**config.mk**
```make
export PLATFORM = sky130hd
export DESIGN_NAME = uart_rx_fifo_flat
export DESIGN_NICKNAME = d
export VERILOG_FILES = /design/src/rtl/uart_pkg.sv /design/src/rtl/uart_rx_fifo_if.sv /design/src/rtl/uart_rx_fifo_mem.sv /design/src/rtl/uart_rx_fifo.sv /design/src/flat_wrapper.sv
export SDC_FILE = /design/constraint.sdc
export NUM_CORES = 1
export LEC_CHECK = 0
export ABC_AREA = 1
export CAP_MARGIN = 5
export CORE_MARGIN = 3
export CORE_UTILIZATION = 60
export CTS_CLUSTER_SIZE = 30
export DETAILED_ROUTE_END_ITERATION = 7
export GPL_ROUTABILITY_DRIVEN = 0
export GPL_TIMING_DRIVEN = 0
export PLACE_DENSITY = 0.79
export REMOVE_ABC_BUFFERS = 1
export SLEW_MARGIN = 30
export SYNTH_ARGS = -nofsm -noshare
export SYNTH_HDL_FRONTEND = slang
export SYNTH_SLANG_ARGS = --single-unit
```
**constraint.sdc**
```tcl
create_clock -name clk -period 7.4 [get_ports clk]
set_clock_uncertainty 0.1 [all_clocks]
set_input_delay 0.74 -clock clk [delete_from_list [all_inputs] [get_ports clk]]
set_output_delay 0.74 -clock clk [all_outputs]
set_load 0.02 [all_outputs]
```
**src/rtl/uart_pkg.sv**
```systemverilog
// Shared UART definitions: byte width, byte type and FIFO pointer-width helper.
// Used by both the RX and TX buffers.
package uart_pkg;

    localparam int unsigned UART_DATA_W = 8;

    typedef logic [UART_DATA_W-1:0] uart_byte_t;

    // Pointer width for a power-of-two FIFO of the given depth.
    function automatic int unsigned ptr_width(input int unsigned depth);
        return (depth > 1) ? $clog2(depth) : 1;
    endfunction

endpackage

```
**src/rtl/uart_rx_fifo_if.sv**
```systemverilog
// Receiver-side and host-side signal bundle of the UART RX FIFO.
// The slave modport is the FIFO; the master modport is the receiver/host side.
interface uart_rx_fifo_if #(
    parameter int unsigned DEPTH = 16
);
    import uart_pkg::*;

    localparam int unsigned CW = ptr_width(DEPTH) + 1;

    uart_byte_t    rx_data;
    logic          rx_done;
    logic          rd_en;
    logic          clr_ovf;
    uart_byte_t    rd_data;
    logic          rd_valid;
    logic          empty;
    logic          full;
    logic [CW-1:0] count;
    logic          overflow;
    logic          level_irq;

    modport slave (
        input  rx_data, rx_done, rd_en, clr_ovf,
        output rd_data, rd_valid, empty, full, count, overflow, level_irq
    );

    modport master (
        output rx_data, rx_done, rd_en, clr_ovf,
        input  rd_data, rd_valid, empty, full, count, overflow, level_irq
    );

endinterface

```
**src/rtl/uart_rx_fifo_mem.sv**
```systemverilog
// DEPTH x byte storage: synchronous write, synchronous registered read, no reset.
// Read returns the pre-write contents when both ports hit the same address.
module uart_rx_fifo_mem
    import uart_pkg::*;
#(
    parameter int unsigned DEPTH = 16,
    parameter int unsigned AW    = 4
) (
    input  logic          clk,
    input  logic          we,
    input  logic [AW-1:0] waddr,
    input  uart_byte_t    wdata,
    input  logic          re,
    input  logic [AW-1:0] raddr,
    output uart_byte_t    rdata
);

    uart_byte_t mem [DEPTH];

    always_ff @(posedge clk) begin
        if (we) begin
            mem[waddr] <= wdata;
        end
        if (re) begin
            rdata <= mem[raddr];
        end
    end

endmodule

```
**src/rtl/uart_rx_fifo.sv**
```systemverilog
// Receive FIFO behind the UART receiver: edge-detected capture of rx_done,
// circular buffer with explicit count, sticky overflow and threshold interrupt.
module uart_rx_fifo
    import uart_pkg::*;
#(
    parameter int unsigned DEPTH  = 16,
    parameter int unsigned THRESH = 8
) (
    input logic           clk,
    input logic           rst_n,
    uart_rx_fifo_if.slave bus
);

    localparam int unsigned PW = ptr_width(DEPTH);
    localparam int unsigned CW = PW + 1;

    logic          rx_done_q;
    logic          armed_q;
    logic          wr;
    logic          push;
    logic          pop;
    logic          drop;
    logic          full_c;
    logic [PW-1:0] wptr_q;
    logic [PW-1:0] rptr_q;
    logic [CW-1:0] count_q;
    logic [CW-1:0] count_d;
    logic          overflow_q;
    logic          overflow_d;
    logic          rd_valid_q;
    logic          loaded_q;
    uart_byte_t    mem_rdata;

    always_comb begin
        wr         = 1'b0;
        push       = 1'b0;
        pop        = 1'b0;
        drop       = 1'b0;
        full_c     = 1'b0;
        count_d    = count_q;
        overflow_d = overflow_q;

        // armed_q masks the first post-reset cycle so a level held across reset is not an edge
        wr     = bus.rx_done & ~rx_done_q & armed_q;
        pop    = bus.rd_en & (count_q != '0);
        full_c = (count_q == CW'(DEPTH));
        push   = wr & (~full_c | pop);
        drop   = wr & full_c & ~pop;

        count_d = count_q + CW'(push) - CW'(pop);

        if (drop) begin
            overflow_d = 1'b1;
        end else if (bus.clr_ovf) begin
            overflow_d = 1'b0;
        end
    end

    always_ff @(posedge clk or negedge rst_n) begin
        if (!rst_n) begin
            rx_done_q  <= 1'b0;
            armed_q    <= 1'b0;
            wptr_q     <= '0;
            rptr_q     <= '0;
            count_q    <= '0;
            overflow_q <= 1'b0;
            rd_valid_q <= 1'b0;
            loaded_q   <= 1'b0;
        end else begin
            rx_done_q  <= bus.rx_done;
            armed_q    <= 1'b1;
            count_q    <= count_d;
            overflow_q <= overflow_d;
            rd_valid_q <= pop;
            if (push) begin
                wptr_q <= wptr_q + PW'(1);
            end
            if (pop) begin
                rptr_q   <= rptr_q + PW'(1);
                loaded_q <= 1'b1;
            end
        end
    end

    uart_rx_fifo_mem #(
        .DEPTH (DEPTH),
        .AW    (PW)
    ) u_mem (
        .clk   (clk),
        .we    (push),
        .waddr (wptr_q),
        .wdata (bus.rx_data),
        .re    (pop),
        .raddr (rptr_q),
        .rdata (mem_rdata)
    );

    // Storage has no reset, so read data reads as zero until the first pop after reset.
    assign bus.rd_data   = loaded_q ? mem_rdata : '0;
    assign bus.rd_valid  = rd_valid_q;
    assign bus.empty     = (count_q == '0);
    assign bus.full      = full_c;
    assign bus.count     = count_q;
    assign bus.overflow  = overflow_q;
    assign bus.level_irq = (count_q >= CW'(THRESH));

endmodule
```
**src/flat_wrapper.sv**
```systemverilog
// flat-port wrapper written by rule: the top's interface ports become plain ports
module uart_rx_fifo_flat import uart_pkg::*;
#(
    parameter int unsigned DEPTH  = 16,
    parameter int unsigned THRESH = 8
)
  (clk, rst_n, bus_rx_data, bus_rx_done, bus_rd_en, bus_clr_ovf, bus_rd_data, bus_rd_valid, bus_empty, bus_full, bus_count, bus_overflow, bus_level_irq);
  uart_rx_fifo_if #(.DEPTH(DEPTH)) bus_i ();
  input logic clk;
  input logic rst_n;
  input wire logic [$bits(bus_i.rx_data)-1:0] bus_rx_data;
  input wire logic [$bits(bus_i.rx_done)-1:0] bus_rx_done;
  input wire logic [$bits(bus_i.rd_en)-1:0] bus_rd_en;
  input wire logic [$bits(bus_i.clr_ovf)-1:0] bus_clr_ovf;
  output wire logic [$bits(bus_i.rd_data)-1:0] bus_rd_data;
  output wire logic [$bits(bus_i.rd_valid)-1:0] bus_rd_valid;
  output wire logic [$bits(bus_i.empty)-1:0] bus_empty;
  output wire logic [$bits(bus_i.full)-1:0] bus_full;
  output wire logic [$bits(bus_i.count)-1:0] bus_count;
  output wire logic [$bits(bus_i.overflow)-1:0] bus_overflow;
  output wire logic [$bits(bus_i.level_irq)-1:0] bus_level_irq;
  assign bus_i.rx_data = bus_rx_data;
  assign bus_i.rx_done = bus_rx_done;
  assign bus_i.rd_en = bus_rd_en;
  assign bus_i.clr_ovf = bus_clr_ovf;
  assign bus_rd_data = bus_i.rd_data;
  assign bus_rd_valid = bus_i.rd_valid;
  assign bus_empty = bus_i.empty;
  assign bus_full = bus_i.full;
  assign bus_count = bus_i.count;
  assign bus_overflow = bus_i.overflow;
  assign bus_level_irq = bus_i.level_irq;
  uart_rx_fifo #(.DEPTH(DEPTH), .THRESH(THRESH)) u_core (.clk(clk), .rst_n(rst_n), .bus(bus_i));
endmodule
```
==> results of run 1 <==
Yosys cell counts, drive strengths merged:
| master | count |
|---|---|
| nand2 | 252 |
| buf | 22 |
| inv | 84 |
| ha | 13 |
| dfrtp | 18 |
| clkbuf | 3 |
| nand3b | 1 |
| conb | 1 |
| nor2 | 72 |
| xor2 | 5 |
| fa | 1 |
| o21ai | 3 |
| edfxtp | 136 |
| xnor2 | 1 |
| or2 | 1 |
| nand3 | 59 |
layout make-up:
| cell class | count | area (um^2) |
|---|---|---|
| Tap cell | 140 | 175 |
| Fill cell | 771 | 3200 |
| Clock inverter | 5 | 26.3 |
| Timing Repair Buffer | 31 | 315 |
| Clock buffer | 27 | 567 |
| Sequential cell | 154 | 4540 |
| Multi-Input combinational cell | 409 | 1800 |
| Inverter | 84 | 315 |
through the flow:
stage	setup WS (ns)	util	std cells
2_1_floorplan	4.45	-	647
5_1_grt	4.21	0.708	850
6_report	4.42	0.708	850
3_5_place_dp	4.01	0.654	818
4_1_cts	4.46	0.708	850
3_3_place_gp	3.25	0.652	817
power by group:
part           switching, mW  total [mW]  internal, mW
combinational          0.606       0.927         0.321
sequential            0.0960        1.14          1.04
clock                  0.317       0.840         0.523
worst max-delay path, delay by kind of cell:
family,cells,cell delay [ns]
adder cells (fa/ha/maj),2,0.60
buffers and inverters,3,0.69
AND/OR/NAND/NOR,6,0.97
AO/OA/AOI/OAI,1,0.18
state kept, by name, indices dropped and copies added, names as in the netlist:
name / flops
u_core.wptr_q: 4
u_core.bus.rd_valid: 1
u_core.u_mem.rdata: 8
u_core.bus.overflow: 1
u_core.loaded_q: 1
u_core.armed_q: 1
u_core.u_mem.mem: 128
u_core.bus.count: 5
u_core.rptr_q: 4
u_core.rx_done_q: 1
cell usage in the layout (no fill, tap or decap):
master                            instances
sky130_fd_sc_hd__conb_1                   1
sky130_fd_sc_hd__nand3b_1                 1
sky130_fd_sc_hd__xor2_1                   5
sky130_fd_sc_hd__clkbuf_8                 4
sky130_fd_sc_hd__clkdlybuf4s50_1         29
sky130_fd_sc_hd__inv_1                   77
sky130_fd_sc_hd__nor2_1                  69
sky130_fd_sc_hd__buf_2                    1
sky130_fd_sc_hd__xnor2_1                  1
sky130_fd_sc_hd__o21ai_0                  3
sky130_fd_sc_hd__nand3_1                 59
sky130_fd_sc_hd__inv_4                    1
sky130_fd_sc_hd__clkbuf_1                 3
sky130_fd_sc_hd__nand2_2                  2
sky130_fd_sc_hd__or2_1                    1
sky130_fd_sc_hd__ha_1                    13
sky130_fd_sc_hd__clkinv_2                 4
sky130_fd_sc_hd__clkbuf_16               20
sky130_fd_sc_hd__nand2_1                250
sky130_fd_sc_hd__fa_1                     1
sky130_fd_sc_hd__dfrtp_4                  1
sky130_fd_sc_hd__buf_12                   1
sky130_fd_sc_hd__dfrtp_1                 17
sky130_fd_sc_hd__inv_2                    7
sky130_fd_sc_hd__nor2_4                   2
sky130_fd_sc_hd__nor2_2                   1
sky130_fd_sc_hd__edfxtp_1               136
per-layer routing:
| metal | vias to the layer above | track usage | routed length (um) | share of wire |
|---|---|---|---|---|
| met4 | 0 | 0.0962 | 353 | 0.025 |
| met3 | 29 | 0.0647 | 863 | 0.062 |
| met1 | 2100 | 0.295 | 5890 | 0.42 |
| met5 | - | 0 | 0 | 0 |
| met2 | 175 | 0.384 | 6840 | 0.49 |
| li1 | 2191 | - | - | - |
final timing paths:
kind                                                       from                         endpoint  slack (ns)  cells after the start
worst max-delay path                                bus_rx_done    u_core.bus.count[4]$_DFF_PN0_        4.42                     12
worst min-delay path                                      rst_n    u_core.bus.count[0]$_DFF_PN0_        0.17                      1
worst max register to register    u_core.bus.count[3]$_DFF_PN0_    u_core.bus.count[4]$_DFF_PN0_        4.50                     14
worst min register to register  u_core.bus.overflow$_DFFE_PN0P_  u_core.bus.overflow$_DFFE_PN0P_        0.43                      2
max in group asynchronous                                 rst_n     u_core.rptr_q[0]$_DFFE_PN0P_        6.66                      1
min in group clk                u_core.bus.overflow$_DFFE_PN0P_  u_core.bus.overflow$_DFFE_PN0P_        0.43                      2
kinds of logic after synthesis:
kind of cell	count (synthesis)	share of synthesized area
and+or+nand+nor	385	0.228
DFF	154	0.667
buffers and inverters	109	0.0681
adders and majority gates	14	0.0269
xor gates and xnor gates	6	0.00773
AOI/OAI and AO/OA	3	0.00221
other	1	0.000552
==> report_table.html, run 1 <==
<table>
<tr><th>Metric</th><th>Value</th></tr>
<tr><th colspan="2">Power</th></tr>
<tr><td>Overall power</td><td>2.90 mW</td></tr>
<tr><td>Static Leak</td><td>3.30 nW</td></tr>
<tr><td>P per Cell Area</td><td>375 nW/um^2</td></tr>
<tr><td>VDD IR-drop max</td><td>0.000233 V</td></tr>
<tr><th colspan="2">Detailed routing</th></tr>
<tr><td>Detailed-route wire length</td><td>13900 um</td></tr>
<tr><td>Initial DRC Count</td><td>440</td></tr>
<tr><td>Detailed-route DRC error count</td><td>0</td></tr>
<tr><td>Count of antenna-violating nets left after detailed routing</td><td>0</td></tr>
<tr><td>Routed len/inst</td><td>16.4 um</td></tr>
<tr><td>Vias per cell</td><td>5.29</td></tr>
<tr><td>Number of vias after detailed routing</td><td>4495</td></tr>
<tr><td>Number of search-and-repair iterations in the first detailed-routing pass</td><td>7</td></tr>
<tr><th colspan="2">STA</th></tr>
<tr><td>Worst max-slew margin expressed relative to the limit</td><td>0.408</td></tr>
<tr><td>Final min period</td><td>2.98 ns</td></tr>
<tr><td>Total count of max-transition violations in the final report</td><td>0</td></tr>
<tr><td>Worst hold-check slack</td><td>0.170 ns</td></tr>
<tr><td>Slew at the pin with the worst max-slew slack</td><td>0.886 ns</td></tr>
<tr><td>Max Clock Freq</td><td>336 MHz</td></tr>
<tr><td>Final hold violations</td><td>0</td></tr>
<tr><td>RSZ-0062 raised after global routing</td><td>no</td></tr>
<tr><td>Final-report setup violation count</td><td>0</td></tr>
<tr><td>Period utilization</td><td>0.403</td></tr>
<tr><td>Total negative setup slack</td><td>0 ns</td></tr>
<tr><th colspan="2">Finish</th></tr>
<tr><td>Layout area overhead</td><td>13.8%</td></tr>
<tr><td>Cell area after layout</td><td>7740 um^2</td></tr>
<tr><td>Final net count</td><td>724</td></tr>
<tr><td>Layout cells sized above 1</td><td>0.0620</td></tr>
<tr><td>Diodes inserted</td><td>0</td></tr>
<tr><th colspan="2">Yosys</th></tr>
<tr><td>Syn Area/Cell</td><td>10.1 um^2</td></tr>
<tr><td>Most area-consuming cells after synthesis</td><td>sky130_fd_sc_hd__edfxtp_1, sky130_fd_sc_hd__nand2_1, sky130_fd_sc_hd__dfrtp_1</td></tr>
<tr><td>Portion of synthesized cell area occupied by the leading cell type</td><td>0.601</td></tr>
<tr><td>Post-synthesis instance total</td><td>672</td></tr>
<tr><td>Number of distinct standard cells referenced by the synthesized netlist</td><td>23</td></tr>
<tr><td>Synthesis warning total</td><td>0</td></tr>
<tr><td>Flops &amp; latches, synth</td><td>154</td></tr>
<tr><td>Post-Syn Area</td><td>6800 um^2</td></tr>
<tr><td>Seq/Total Area, Yosys</td><td>0.667</td></tr>
<tr><td>Library cell occupying the most area in the post-synthesis netlist</td><td>sky130_fd_sc_hd__edfxtp_1</td></tr>
<tr><th colspan="2">Clock tree</th></tr>
<tr><td>Hold-fix buffer count after cts</td><td>0</td></tr>
<tr><td>CTS Buf Count</td><td>17</td></tr>
<tr><td>Post-cts repair resize count</td><td>0</td></tr>
<tr><td>Clock network latency to the later pin of the worst-skew pair</td><td>0.42 ns</td></tr>
<tr><td>Buffers from clock root to sink, at most</td><td>2</td></tr>
<tr><td>Clock edge transition at the registers on the reported setup and hold paths</td><td>0.06 ns</td></tr>
<tr><td>CTS tree</td><td>yes</td></tr>
<tr><td>Library cell used as clock root buffer</td><td>sky130_fd_sc_hd__clkbuf_16</td></tr>
<tr><td>Clock Sink Count</td><td>154</td></tr>
<tr><td>Setup repair bufs after CTS</td><td>0</td></tr>
<tr><td>CTS H-tree depth</td><td>4</td></tr>
<tr><th colspan="2">Placement</th></tr>
<tr><td>Half-perimeter wire length after placement</td><td>8550 um</td></tr>
<tr><td>Quantity of I/O buffers inserted on ports</td><td>30</td></tr>
<tr><td>Cell Area, Placed</td><td>7150 um^2</td></tr>
<tr><th colspan="2">Worst setup path</th></tr>
<tr><td>Required time worst endpoint</td><td>7.61 ns</td></tr>
<tr><td>Kind of end point of the critical path</td><td>flop</td></tr>
<tr><td>Max stage delay on crit path</td><td>0.48 ns</td></tr>
<tr><td>Slowest cell on crit path</td><td>sky130_fd_sc_hd__clkdlybuf4s50_1</td></tr>
<tr><td>Worst path arrival time</td><td>3.19 ns</td></tr>
<tr><td>Peak fanout along the critical path</td><td>21</td></tr>
<tr><td>Worst-path cell chain</td><td>clkdlybuf4s50_1 -&gt; nand2_1 -&gt; nor2_1 -&gt; nand2_2 -&gt; inv_2 -&gt; ha_1 -&gt; inv_1 -&gt; fa_1 -&gt; o21ai_0 -&gt; nand2_1 -&gt; nand3b_1 -&gt; nand2_1</td></tr>
<tr><td>Worst setup SP type</td><td>input port</td></tr>
<tr><td>Startpoint-to-endpoint class of the critical path</td><td>input port to flop</td></tr>
<tr><td>Most common cell type on the critical path</td><td>sky130_fd_sc_hd__nand2_1</td></tr>
<tr><th colspan="2">GRT</th></tr>
<tr><td>Overall routing resource usage</td><td>0.233</td></tr>
<tr><td>Remaining global-route overflow</td><td>0</td></tr>
<tr><td>Initial antenna violation count</td><td>0</td></tr>
<tr><td>First-pass GRT wire length</td><td>22200 um</td></tr>
<tr><td>Maximum number of pins on one net before global-route repair</td><td>52</td></tr>
<tr><td>Number of global-route vias before repair</td><td>4461</td></tr>
<tr><th colspan="2">Die</th></tr>
<tr><td>Core area</td><td>10900 um^2</td></tr>
<tr><td>Vert. Die Dim</td><td>112 um</td></tr>
<tr><td>Initial standard-cell utilization of the core</td><td>0.622</td></tr>
<tr><td>Die footprint</td><td>12600 um^2</td></tr>
<tr><td>Floorplan die width</td><td>112 um</td></tr>
<tr><td>Cell row count</td><td>38</td></tr>
<tr><td>Boundary Pins</td><td>31</td></tr>
<tr><th colspan="2">Status</th></tr>
<tr><td>Result of the run</td><td>finished clean</td></tr>
<tr><th colspan="2">Job</th></tr>
<tr><td>Max Cap Viol</td><td>0</td></tr>
<tr><th colspan="2">Min path</th></tr>
<tr><td>HP Class</td><td>input port to async pin</td></tr>
</table>
Power figures use the tool's default switching activity.
==> run 2, diff against run 1 <==
clock period = 3.1 ns   (was 7.4 ns; I/O delays follow)
==> report_table.html, run 2 (synthesis results as in run 1) <==
<table>
<tr><th>Metric</th><th>Value</th></tr>
<tr><th colspan="2">Die</th></tr>
<tr><td>Floorplan die width</td><td>112 um (unchanged)</td></tr>
<tr><td>Die footprint</td><td>12600 um^2 (unchanged)</td></tr>
<tr><td>Vert. Die Dim</td><td>112 um (unchanged)</td></tr>
<tr><td>Core area</td><td>10900 um^2 (unchanged)</td></tr>
<tr><td>Boundary Pins</td><td>31 (unchanged)</td></tr>
<tr><td>Initial standard-cell utilization of the core</td><td>0.622 (unchanged)</td></tr>
<tr><td>Cell row count</td><td>38 (unchanged)</td></tr>
<tr><th colspan="2">STA</th></tr>
<tr><td>Total negative setup slack</td><td>0 ns (unchanged)</td></tr>
<tr><td>Final hold violations</td><td>0 (unchanged)</td></tr>
<tr><td>Period utilization</td><td>0.913</td></tr>
<tr><td>Max Clock Freq</td><td>354 MHz</td></tr>
<tr><td>Worst hold-check slack</td><td>0.269 ns (+0.0992 ns)</td></tr>
<tr><td>Final min period</td><td>2.83 ns</td></tr>
<tr><td>Slew at the pin with the worst max-slew slack</td><td>0.882 ns (-0.00386 ns)</td></tr>
<tr><td>Final-report setup violation count</td><td>0 (unchanged)</td></tr>
<tr><td>Total count of max-transition violations in the final report</td><td>0 (unchanged)</td></tr>
<tr><td>Worst max-slew margin expressed relative to the limit</td><td>0.411 (+0.00258)</td></tr>
<tr><th colspan="2">Clock tree</th></tr>
<tr><td>Clock network latency to the later pin of the worst-skew pair</td><td>0.42 ns (about the same)</td></tr>
<tr><td>CTS tree</td><td>yes</td></tr>
<tr><td>Clock Sink Count</td><td>154 (unchanged)</td></tr>
<tr><td>Library cell used as clock root buffer</td><td>sky130_fd_sc_hd__clkbuf_16</td></tr>
<tr><td>Buffers from clock root to sink, at most</td><td>2 (unchanged)</td></tr>
<tr><td>Setup repair bufs after CTS</td><td>0 (unchanged)</td></tr>
<tr><td>Clock edge transition at the registers on the reported setup and hold paths</td><td>0.06 ns (about the same)</td></tr>
<tr><td>CTS Buf Count</td><td>17 (unchanged)</td></tr>
<tr><td>CTS H-tree depth</td><td>4 (unchanged)</td></tr>
<tr><th colspan="2">Placement</th></tr>
<tr><td>Quantity of I/O buffers inserted on ports</td><td>30 (unchanged)</td></tr>
<tr><td>Half-perimeter wire length after placement</td><td>8550 um (unchanged)</td></tr>
<tr><td>Inst Count DP</td><td>818 (unchanged)</td></tr>
<tr><th colspan="2">Power</th></tr>
<tr><td>P per Cell Area</td><td>894 nW/um^2 (+140%)</td></tr>
<tr><td>Power share of the sequential group</td><td>0.392 (about the same)</td></tr>
<tr><td>Reported net switching power</td><td>2.43 mW (+140%)</td></tr>
<tr><td>Logic gate share of total power</td><td>0.319 (about the same)</td></tr>
<tr><td>Cell Int Power</td><td>4.50 mW (+140%)</td></tr>
<tr><td>Overall power</td><td>6.93 mW (+140%)</td></tr>
<tr><td>VDD IR-drop max</td><td>0.000554 V (+140%)</td></tr>
<tr><td>Relative contribution of the clock network to total power</td><td>0.289 (about the same)</td></tr>
<tr><td>Static Leak</td><td>3.31 nW (+0.13%)</td></tr>
<tr><td>Switching power as a share of total power</td><td>0.351 (about the same)</td></tr>
<tr><th colspan="2">Detailed routing</th></tr>
<tr><td>Number of search-and-repair iterations in the first detailed-routing pass</td><td>5 (-2)</td></tr>
<tr><td>Number of vias after detailed routing</td><td>4525 (+0.67%)</td></tr>
<tr><td>Initial DRC Count</td><td>475 (+8.0%)</td></tr>
<tr><td>Count of antenna-violating nets left after detailed routing</td><td>0 (unchanged)</td></tr>
<tr><td>Routed len/inst</td><td>16.4 um (about the same)</td></tr>
<tr><td>Detailed-route DRC error count</td><td>0 (unchanged)</td></tr>
<tr><td>Vias per cell</td><td>5.32 (+0.55%)</td></tr>
<tr><td>Detailed-route wire length</td><td>14000 um (+0.11%)</td></tr>
<tr><th colspan="2">Finish</th></tr>
<tr><td>Final standard cell count with taps included and fillers excluded</td><td>851 (+0.12%)</td></tr>
<tr><td>Diodes inserted</td><td>0 (unchanged)</td></tr>
<tr><td>Layout area overhead</td><td>14.0%</td></tr>
<tr><td>Layout cells sized above 1</td><td>0.0619 (-0.0000872)</td></tr>
<tr><td>Util after Layout</td><td>0.709 (+0.00114)</td></tr>
<tr><td>Commonest cells after routing, fill and taps aside</td><td>sky130_fd_sc_hd__nand2_1, sky130_fd_sc_hd__edfxtp_1, sky130_fd_sc_hd__inv_1</td></tr>
<tr><td>Largest reg by FF count</td><td>u_core.u_mem.mem</td></tr>
<tr><td>Final net count</td><td>725 (+0.14%)</td></tr>
<tr><td>Flip-flop count of the largest register after layout</td><td>128 (unchanged)</td></tr>
<tr><td>Most common cell after layout, fill and taps aside</td><td>sky130_fd_sc_hd__nand2_1</td></tr>
<tr><th colspan="2">GRT</th></tr>
<tr><td>Met3 usage</td><td>0.0647 (unchanged)</td></tr>
<tr><td>Remaining global-route overflow</td><td>0 (unchanged)</td></tr>
<tr><td>Busiest grt layer</td><td>met2</td></tr>
<tr><td>First-pass GRT wire length</td><td>22200 um (unchanged)</td></tr>
<tr><td>Initial antenna violation count</td><td>0 (unchanged)</td></tr>
<tr><td>Overall routing resource usage</td><td>0.233 (unchanged)</td></tr>
<tr><td>Grt met2 use</td><td>0.384 (unchanged)</td></tr>
<tr><td>Met1 routing resource usage after global routing</td><td>0.295 (unchanged)</td></tr>
<tr><td>Maximum number of pins on one net before global-route repair</td><td>52 (unchanged)</td></tr>
<tr><td>Number of global-route vias before repair</td><td>4461 (unchanged)</td></tr>
<tr><th colspan="2">Worst setup path</th></tr>
<tr><td>Kind of end point of the critical path</td><td>flop</td></tr>
<tr><td>Startpoint-to-endpoint class of the critical path</td><td>flop to flop</td></tr>
<tr><td>Register-to-register setup slack</td><td>0.27 ns (-4.23 ns)</td></tr>
<tr><td>Required time worst endpoint</td><td>3.31 ns (-4.30 ns)</td></tr>
<tr><td>Worst path arrival time</td><td>3.04 ns (-0.15 ns)</td></tr>
<tr><td>Worst setup SP type</td><td>flop</td></tr>
<tr><td>Peak fanout along the critical path</td><td>16 (-24%)</td></tr>
<tr><th colspan="2">Job</th></tr>
<tr><td>Max Cap Viol</td><td>0 (unchanged)</td></tr>
<tr><th colspan="2">Min path</th></tr>
<tr><td>HP Class</td><td>input port to flop</td></tr>
<tr><th colspan="2">Status</th></tr>
<tr><td>Result of the run</td><td>finished clean</td></tr>
</table>
-- run 2: cell count changes in the layout (fill, tap and decap cells not counted) --
cell,before,now
sky130_fd_sc_hd__inv_4,1,2
sky130_fd_sc_hd__dlygate4sd3_1,0,1
sky130_fd_sc_hd__inv_2,7,6
-- run 2: power by group through the flow --
| stage | clock network [mW] | registers [mW] | logic, mW |
|---|---|---|---|
| after floorplan | 0 | 2.78 | 1.36 |
| after global placement | 0 | 2.82 | 2.00 |
| after detailed placement | 0 | 2.75 | 2.17 |
| after CTS | 2.02 | 2.71 | 2.21 |
| after global routing | 2.11 | 2.75 | 2.48 |
| final | 2.00 | 2.72 | 2.21 |
-- run 2: cell type report --
| class | instances | area (um^2) |
|---|---|---|
| clock buffers | 27 | 567 |
| fillers | 770 | 3180 |
| clock inverters | 5 | 26.3 |
| repair buffers | 32 | 325 |
| inverters | 84 | 318 |
| flip-flops and latches | 154 | 4540 |
| well taps | 140 | 175 |
| multi-input cells | 409 | 1800 |
-- run 2: path summary, 6_finish.rpt --
path	from	to	depth (start not counted)
worst min-delay path	bus_rx_done	u_core.rx_done_q$_DFF_PN0_	1
worst min register to register	u_core.bus.overflow$_DFFE_PN0P_	u_core.bus.overflow$_DFFE_PN0P_	2
min in group asynchronous	rst_n	u_core.bus.count[0]$_DFF_PN0_	2
worst max-delay path	u_core.bus.count[3]$_DFF_PN0_	u_core.bus.count[4]$_DFF_PN0_	14
max in group asynchronous	rst_n	u_core.rptr_q[0]$_DFFE_PN0P_	2
worst max register to register	u_core.bus.count[3]$_DFF_PN0_	u_core.bus.count[4]$_DFF_PN0_	14
-- run 2: repair_timing --
| item | CTS | global route |
|---|---|---|
| resized for setup | 0 | 2 |
| setup endpoints to repair | 0 | 1 |
| hold buffers | 0 | 1 |
| endpoints found under the hold margin | 0 | 18 |
-- run 2: worst max-delay path, stage by stage, from the launching register on --
cell,delay (ns)
sky130_fd_sc_hd__dfrtp_1,0.41
sky130_fd_sc_hd__inv_1,0.12
sky130_fd_sc_hd__ha_1,0.18
sky130_fd_sc_hd__nand3_1,0.11
sky130_fd_sc_hd__nand2_1,0.23
sky130_fd_sc_hd__inv_4,0.15
sky130_fd_sc_hd__ha_1,0.29
sky130_fd_sc_hd__inv_1,0.06
sky130_fd_sc_hd__ha_1,0.17
sky130_fd_sc_hd__inv_1,0.06
sky130_fd_sc_hd__fa_1,0.41
sky130_fd_sc_hd__o21ai_0,0.18
sky130_fd_sc_hd__nand2_1,0.09
sky130_fd_sc_hd__nand3b_1,0.09
sky130_fd_sc_hd__nand2_1,0.06
-- run 2: through the flow --
step / cell area [um^2] / setup slack (ns)
2_1_floorplan: 6650 / 0.149
3_5_place_dp: 7150 / 0.145
5_1_grt: 7750 / -0.000914
6_report: 7750 / 0.271
3_3_place_gp: 7130 / -1.05
4_1_cts: 7740 / 0.203
-- run 2: per-layer routing --
metal | wire length (um) | vias to the layer above
met5 | 0 | -
met4 | 361 | 0
met3 | 873 | 34
met2 | 6830 | 173
met1 | 5890 | 2130
li1 | - | 2188
